--- src/rtl/ks_voice_scheduler_if.sv ---
// Note-request channel from the key/sequencer source into the voice scheduler.
// Handshake: a note transfers on a rising clk edge where note_valid and note_ready are both 1;
// the source holds note_tone/note_cutoff stable while note_valid is high and not yet accepted.
interface ks_voice_scheduler_if #(
    parameter int TONE_W = 12,
    parameter int CUT_W  = 3
);
    logic              note_valid;
    logic              note_ready;
    logic [TONE_W-1:0] note_tone;
    logic [CUT_W-1:0]  note_cutoff;

    modport master (
        output note_valid,
        output note_tone,
        output note_cutoff,
        input  note_ready
    );

    modport slave (
        input  note_valid,
        input  note_tone,
        input  note_cutoff,
        output note_ready
    );
endinterface

--- src/rtl/ks_voice_scheduler.sv ---
// Polyphony controller: allocates note requests to Karplus-Strong voices (oldest-steal),
// and generates the shared sample strobe, paused while the audio FIFO is full.
module ks_voice_scheduler #(
    parameter int NVOICES       = 4,
    parameter int TONE_W        = 12,
    parameter int CUT_W         = 3,
    parameter int TICK_DIV      = 4,
    parameter int DECAY_SAMPLES = 24000
) (
    input  logic                      clk,
    input  logic                      aclr,
    ks_voice_scheduler_if.slave       note,
    input  logic                      fifo_full,
    output logic                      clk_sample,
    output logic [NVOICES-1:0]        voice_trigger,
    output logic [NVOICES*TONE_W-1:0] voice_tone,
    output logic [NVOICES*CUT_W-1:0]  voice_cutoff,
    output logic [NVOICES-1:0]        voice_busy,
    output logic                      steal,
    output logic [1:0]                fsm_state
);

    localparam int CNT_W  = (TICK_DIV > 1) ? $clog2(TICK_DIV) : 1;
    localparam int VIDX_W = $clog2(NVOICES);

    localparam logic [CNT_W-1:0]  CNT_LAST = CNT_W'(TICK_DIV - 1);
    localparam logic [15:0]       AGE_MAX  = 16'(DECAY_SAMPLES);
    localparam logic [TONE_W-1:0] TONE_RST = TONE_W'(699);
    localparam logic [CUT_W-1:0]  CUT_RST  = CUT_W'(3);

    typedef enum logic [1:0] {
        S_IDLE  = 2'd0,
        S_ALLOC = 2'd1,
        S_TRIG  = 2'd2
    } state_t;

    state_t              state;
    state_t              state_nxt;

    logic [CNT_W-1:0]    tick_cnt;
    logic [15:0]         age    [NVOICES];
    logic [TONE_W-1:0]   tone_r [NVOICES];
    logic [CUT_W-1:0]    cut_r  [NVOICES];

    logic [TONE_W-1:0]   lat_tone;
    logic [CUT_W-1:0]    lat_cut;
    logic [VIDX_W-1:0]   sel_v;

    logic                note_accept;
    logic                do_alloc;
    logic                do_fire;

    logic                any_free;
    logic [VIDX_W-1:0]   free_idx;
    logic [VIDX_W-1:0]   old_idx;
    logic [15:0]         old_age;
    logic [VIDX_W-1:0]   alloc_idx;

    // Sample strobe: counter only moves while the FIFO can take a sample,
    // so a stall resumes from wherever the period was interrupted.
    always_ff @(posedge clk or posedge aclr) begin
        if (aclr) begin
            tick_cnt   <= '0;
            clk_sample <= 1'b0;
        end else if (fifo_full) begin
            clk_sample <= 1'b0;
        end else if (tick_cnt == CNT_LAST) begin
            tick_cnt   <= '0;
            clk_sample <= 1'b1;
        end else begin
            tick_cnt   <= tick_cnt + 1'b1;
            clk_sample <= 1'b0;
        end
    end

    always_comb begin
        for (int i = 0; i < NVOICES; i++) begin
            voice_busy[i] = (age[i] < AGE_MAX);
        end
    end

    // Voice choice: lowest free index, otherwise the oldest voice (ties to lowest index).
    always_comb begin
        any_free = 1'b0;
        free_idx = '0;
        old_idx  = '0;
        old_age  = age[0];
        for (int i = NVOICES - 1; i >= 0; i--) begin
            if (!voice_busy[i]) begin
                any_free = 1'b1;
                free_idx = VIDX_W'(i);
            end
        end
        for (int i = 1; i < NVOICES; i++) begin
            if (age[i] > old_age) begin
                old_age = age[i];
                old_idx = VIDX_W'(i);
            end
        end
        alloc_idx = any_free ? free_idx : old_idx;
    end

    always_ff @(posedge clk or posedge aclr) begin
        if (aclr) begin
            state <= S_IDLE;
        end else begin
            state <= state_nxt;
        end
    end

    always_comb begin
        state_nxt   = state;
        note_accept = 1'b0;
        do_alloc    = 1'b0;
        do_fire     = 1'b0;
        case (state)
            S_IDLE: begin
                if (note.note_valid) begin
                    note_accept = 1'b1;
                    state_nxt   = S_ALLOC;
                end
            end
            S_ALLOC: begin
                do_alloc  = 1'b1;
                state_nxt = S_TRIG;
            end
            S_TRIG: begin
                if (clk_sample) begin
                    do_fire   = 1'b1;
                    state_nxt = S_IDLE;
                end
            end
            default: begin
                state_nxt = S_IDLE;
            end
        endcase
    end

    assign note.note_ready = (state == S_IDLE);
    assign steal           = do_alloc & ~any_free;
    assign fsm_state       = state;

    always_ff @(posedge clk or posedge aclr) begin
        if (aclr) begin
            lat_tone <= '0;
            lat_cut  <= '0;
        end else if (note_accept) begin
            lat_tone <= note.note_tone;
            lat_cut  <= note.note_cutoff;
        end
    end

    // Only the selected voice's registers are written; the rest hold through an allocation.
    always_ff @(posedge clk or posedge aclr) begin
        if (aclr) begin
            sel_v         <= '0;
            voice_trigger <= '0;
            for (int i = 0; i < NVOICES; i++) begin
                tone_r[i] <= TONE_RST;
                cut_r[i]  <= CUT_RST;
            end
        end else begin
            if (do_alloc) begin
                sel_v             <= alloc_idx;
                tone_r[alloc_idx] <= lat_tone;
                cut_r[alloc_idx]  <= lat_cut;
                voice_trigger     <= NVOICES'(1) << alloc_idx;
            end
            if (do_fire) begin
                voice_trigger <= '0;
            end
        end
    end

    // Retrigger zeroes the age and wins over the coincident strobe increment.
    always_ff @(posedge clk or posedge aclr) begin
        if (aclr) begin
            for (int i = 0; i < NVOICES; i++) begin
                age[i] <= AGE_MAX;
            end
        end else begin
            for (int i = 0; i < NVOICES; i++) begin
                if (do_fire && (sel_v == VIDX_W'(i))) begin
                    age[i] <= 16'd0;
                end else if (clk_sample && (age[i] < AGE_MAX)) begin
                    age[i] <= age[i] + 16'd1;
                end
            end
        end
    end

    for (genvar g = 0; g < NVOICES; g++) begin : g_pack
        assign voice_tone[g*TONE_W +: TONE_W] = tone_r[g];
        assign voice_cutoff[g*CUT_W +: CUT_W] = cut_r[g];
    end

endmodule
--- src/flat_wrapper.sv ---
// flat-port wrapper written by rule: the top's interface ports become plain ports
module ks_voice_scheduler_flat 
#(
    parameter int NVOICES       = 4,
    parameter int TONE_W        = 12,
    parameter int CUT_W         = 3,
    parameter int TICK_DIV      = 4,
    parameter int DECAY_SAMPLES = 24000
)
  (clk, aclr, fifo_full, clk_sample, voice_trigger, voice_tone, voice_cutoff, voice_busy, steal, fsm_state, note_note_valid, note_note_tone, note_note_cutoff, note_note_ready);
  ks_voice_scheduler_if #(.TONE_W(TONE_W), .CUT_W(CUT_W)) note_i ();
  input  logic clk;
  input  logic aclr;
  input  logic fifo_full;
  output logic clk_sample;
  output logic [NVOICES-1:0] voice_trigger;
  output logic [NVOICES*TONE_W-1:0] voice_tone;
  output logic [NVOICES*CUT_W-1:0] voice_cutoff;
  output logic [NVOICES-1:0] voice_busy;
  output logic steal;
  output logic [1:0] fsm_state;
  input wire logic [$bits(note_i.note_valid)-1:0] note_note_valid;
  input wire logic [$bits(note_i.note_tone)-1:0] note_note_tone;
  input wire logic [$bits(note_i.note_cutoff)-1:0] note_note_cutoff;
  output wire logic [$bits(note_i.note_ready)-1:0] note_note_ready;
  assign note_i.note_valid = note_note_valid;
  assign note_i.note_tone = note_note_tone;
  assign note_i.note_cutoff = note_note_cutoff;
  assign note_note_ready = note_i.note_ready;
  ks_voice_scheduler #(.NVOICES(NVOICES), .TONE_W(TONE_W), .CUT_W(CUT_W), .TICK_DIV(TICK_DIV), .DECAY_SAMPLES(DECAY_SAMPLES)) u_core (.clk(clk), .aclr(aclr), .note(note_i), .fifo_full(fifo_full), .clk_sample(clk_sample), .voice_trigger(voice_trigger), .voice_tone(voice_tone), .voice_cutoff(voice_cutoff), .voice_busy(voice_busy), .steal(steal), .fsm_state(fsm_state));
endmodule
--- config.mk ---
export PLATFORM = sky130hd
export DESIGN_NAME = ks_voice_scheduler_flat
export DESIGN_NICKNAME = d
export VERILOG_FILES = /design/src/rtl/ks_voice_scheduler_if.sv /design/src/rtl/ks_voice_scheduler.sv /design/src/flat_wrapper.sv
export SDC_FILE = /design/constraint.sdc
export NUM_CORES = 1
export LEC_CHECK = 0
export BUFFER_PORTS_ARGS = -buffer_cell sky130_fd_sc_hd__buf_2
export CORE_MARGIN = 2
export CORE_UTILIZATION = 40
export CTS_CLUSTER_SIZE = 12
export DETAILED_ROUTE_END_ITERATION = 8
export GPL_ROUTABILITY_DRIVEN = 0
export PLACE_DENSITY = 0.68
export SYNTH_ARGS = -nofsm -noshare
export SYNTH_HDL_FRONTEND = slang
export SYNTH_SLANG_ARGS = --single-unit
--- constraint.sdc ---
create_clock -name clk -period 6.9 [get_ports clk]
set_input_delay 0.345 -clock clk [delete_from_list [all_inputs] [get_ports clk]]
set_output_delay 0.345 -clock clk [all_outputs]
set_load 0.03 [all_outputs]
==> qor.txt <==
Status: finished, violations left
Failing checks: negative hold slack
Hold Vio Cnt, Final: 5
I/O pin count: 92
Clock power share: 19.5%
Fin crit period: 6.49 ns
Post-synth top area share: 27.1%
Type of the worst setup path: flip-flop to flip-flop
H-Tree Depth: 4
Total track usage: 18.0%
Psw: 2.03 mW
Post-DRT Antenna Nets: 0
Layout Area Growth over Synthesis: 17.0%
Slowest stage cell, crit path: dfstp_2
FF-to-FF path depth: 25
Clk sinks: 150
Max Cap Viol: 0
Core ar.: 19,500 um2
Startpoint Class: flip-flop
Clock Latency Late Sink: 0.42 ns
Syn Area/Cell: 11.1 um2
Placed Cells: 1,062
Die height: 145 um
Drc violations: 0
Clk pin slew, worst setup/hold paths: 0.06 ns
Post-route clock skew: 0.0116 ns
# rows: 51
Logic pwr share: 50.3%
Final core occ: 47.7%
Cell count after synthesis: 718
Placed cell areas: 8690 um2
Ranking of synthesized cells by area: dfrtp_1 (27%), dfstp_2 (21%), mux2_2 (9.1%)
# diodes: 0
Clock Tree Root: clkbuf_16
Starting density of the core: 40.8%
First-pass GRT wire length: 29.4 mm
Seq pwr share: 30.2%
Mux share of post-synthesis cell area: 13.8%
Fin area: 9290 um2
Leak: 4.26 nW
Layout Cells excl Fill: 1,094
Register-to-register setup slack: 0.41 ns
Die W: 145 um
Area fraction in compound gates after synthesis: 8.35%
Post-synthesis cell type count: 57
Xor and xnor fraction of the mapped netlist area: 4.63%
Unrepaired setup endpoints after global routing: no
Overflow left after global routing: 0
Synth Area in Simple Gates: 13.9%
Req. time, crit path: 7.21 ns
WL final: 17.7 mm
Post-synth ARST share: 100%
Slew HR: 29.7%
Crit-path max cell delay: 0.55 ns
Initial antenna violation count: 0
Number of warning messages in the yosys log: 0
Detail Placement HPWL: 12.7 mm
Pint: 2.83 mW
Synthesis-stage register bit count: 150
Tcrit/Tclk final: 94.1%
Primary FF master, synth: dfrtp_1
Post-CTS Setup Bufs: 0
Synth Area in Adders: 8.35%
Peak VDD IR: 316 uV
Cell taking the most area after synthesis: dfrtp_1
Die footprint: 21,000 um2
Setup violations, final: 0
Tot Pwr: 4.86 mW
Syn nets: 790
Critical R2R Capture: u_core.voice_tone[2]$_DFFE_PP0P_
Cts hold-fix bufs: 0
Drt initial violations: 318
Pwr dens: 523 nW/um2
Worst Hold Margin: -0.0101 ns
Largest family of logic cells by synthesized area: simple AND/OR/NAND/NOR gates
Vias in the first global route: 5,752
TritonCTS clock tree: done
Largest net degree at the start of global routing: 87
Register area share after synthesis: 48.3%
Worst-case clock buffer depth: 2
Highest-count cells in the layout ignoring fill and taps: buf_2 (91), dfrtp_1 (86), nor2_1 (71)
Crit end category: flip-flop
Max Slew Vio Count: 0
Switching share of power: 41.8%
Crit path max fanout: 20
Buffers on Ports: 91
Total number of vias: 5,601
Share of cells above drive strength 1: 33.9%
Mapped Area: 7940 um2
Fmax: 154 MHz
R2r startpoint: u_core.age[62]$_DFFE_PP1P_
Net count, final: 888
Drt pass-1 iters: 4
Commonest non-fill, non-tap cell in the layout: buf_2
HP Class: primary input to async pin
Filler cells: 1,757
Vias/cell: 5.12
Slew @ Worst Pin: 1.05 ns
CTS-repair resized insts: 0
Number of synthesized flops with an enable pin: 0
Cts bufs inserted: 17
WL/cell: 16.2 um
Data arrival time of the critical path: 6.80 ns
Setup TNS Final: 0 ns
==> worst max-delay path by stage <==
stage | start | endpoint | slack, ns | cells past startpoint
after global placement | u_core.age[62]$_DFFE_PP1P_ | u_core.voice_tone[6]$_DFFE_PP0P_ | 0.54 | 25
final | u_core.age[62]$_DFFE_PP1P_ | u_core.voice_tone[2]$_DFFE_PP0P_ | 0.41 | 25
after CTS | u_core.age[62]$_DFFE_PP1P_ | u_core.voice_tone[2]$_DFFE_PP0P_ | 0.38 | 25
after global routing | u_core.age[62]$_DFFE_PP1P_ | u_core.voice_tone[23]$_DFFE_PP0P_ | 0.0004 | 25
after floorplan | u_core.age[62]$_DFFE_PP1P_ | u_core.voice_cutoff[2]$_DFFE_PP0P_ | 0.75 | 26
after detailed placement | u_core.age[62]$_DFFE_PP1P_ | u_core.voice_tone[2]$_DFFE_PP0P_ | 0.39 | 25
==> stage by stage <==
| stage | worst slack [ns] | hold slack, ns |
|---|---|---|
| 6_report | 0.408 | -0.0101 |
| 2_1_floorplan | 0.746 | 0.411 |
| 3_3_place_gp | 0.539 | 0.458 |
| 5_1_grt | 0.000372 | 0.0254 |
| 3_5_place_dp | 0.391 | 0.475 |
| 4_1_cts | 0.383 | 0.0200 |
==> area by class of cell <==
cell class / instances / area [um2] / area share, %
clock buffers: 22 / 454 / 4.89
clock inverters: 10 / 144 / 1.55
inverters: 27 / 106 / 1.14
multi-input cells: 519 / 3890 / 41.9
flip-flops and latches: 150 / 3830 / 41.3
well taps: 265 / 332 / 3.57
repair buffers: 101 / 531 / 5.71
==> metal layers <==
layer	vias up	part of all wire, %	track usage [%]
li1	2731	-	-
met1	2726	45	23.4
met2	130	47	29.0
met3	14	7.3	6.55
met4	0	0.85	4.09
met5	-	0	0
==> sequential cells by signal (all words and copies together), names as in the netlist <==
signal                cells
u_core.lat_cut            3
u_core.fsm_state          2
u_core.tick_cnt           2
u_core.voice_trigger      4
u_core.clk_sample         1
u_core.voice_cutoff      12
u_core.lat_tone          12
u_core.voice_tone        48
u_core.sel_v              2
u_core.age               64
==> cell usage after synthesis, drive strengths merged, types with 2 or more instances <==
cell    number
o21ai       32
nor2        71
and2         4
ha          53
a21oi       35
a41oi        2
dfstp       64
clkbuf      12
mux2        78
or2          4
a31oi        7
nor3b        2
dfrtp       86
nand4       23
inv         27
nand2       57
a21o         6
xnor2       18
nand3       21
mux2i       18
o21a         2
nor2b        8
and3         7
nand2b       3
buf         10
xor2        24
a21boi       4
o31ai        3
or3         11
o211ai       3
nor3        11
==> power groups by stage <==
stage          logic, mW  registers (mW)  clock network [mW]
6_report            2.44            1.47               0.948
5_1_grt             2.72            1.51                1.01
4_1_cts             2.47            1.47               0.970
3_5_place_dp        2.46            1.48                   0
3_3_place_gp        2.40            1.47                   0
2_1_floorplan       1.56            1.78                   0
==> kinds of logic (layout without fill, tap and decap cells) <==
group,after synthesis,in the layout
compound gates,103,103
xor+xnor,42,42
fa+ha+maj,53,53
buf+inv,49,160
flops,150,150
mux,96,96
simple gates,225,225
==> critical path: cells and delay by family, from the launching register on <==
family	cells	cell delay, ns
AO/OA/AOI/OAI	11	2.37
buffers and inverters	4	0.99
adder cells (fa/ha/maj)	3	0.95
AND/OR/NAND/NOR	5	0.81
multiplexers	2	0.69
flip-flops	1	0.55
No activity file was read; power rests on OpenSTA's default activity.
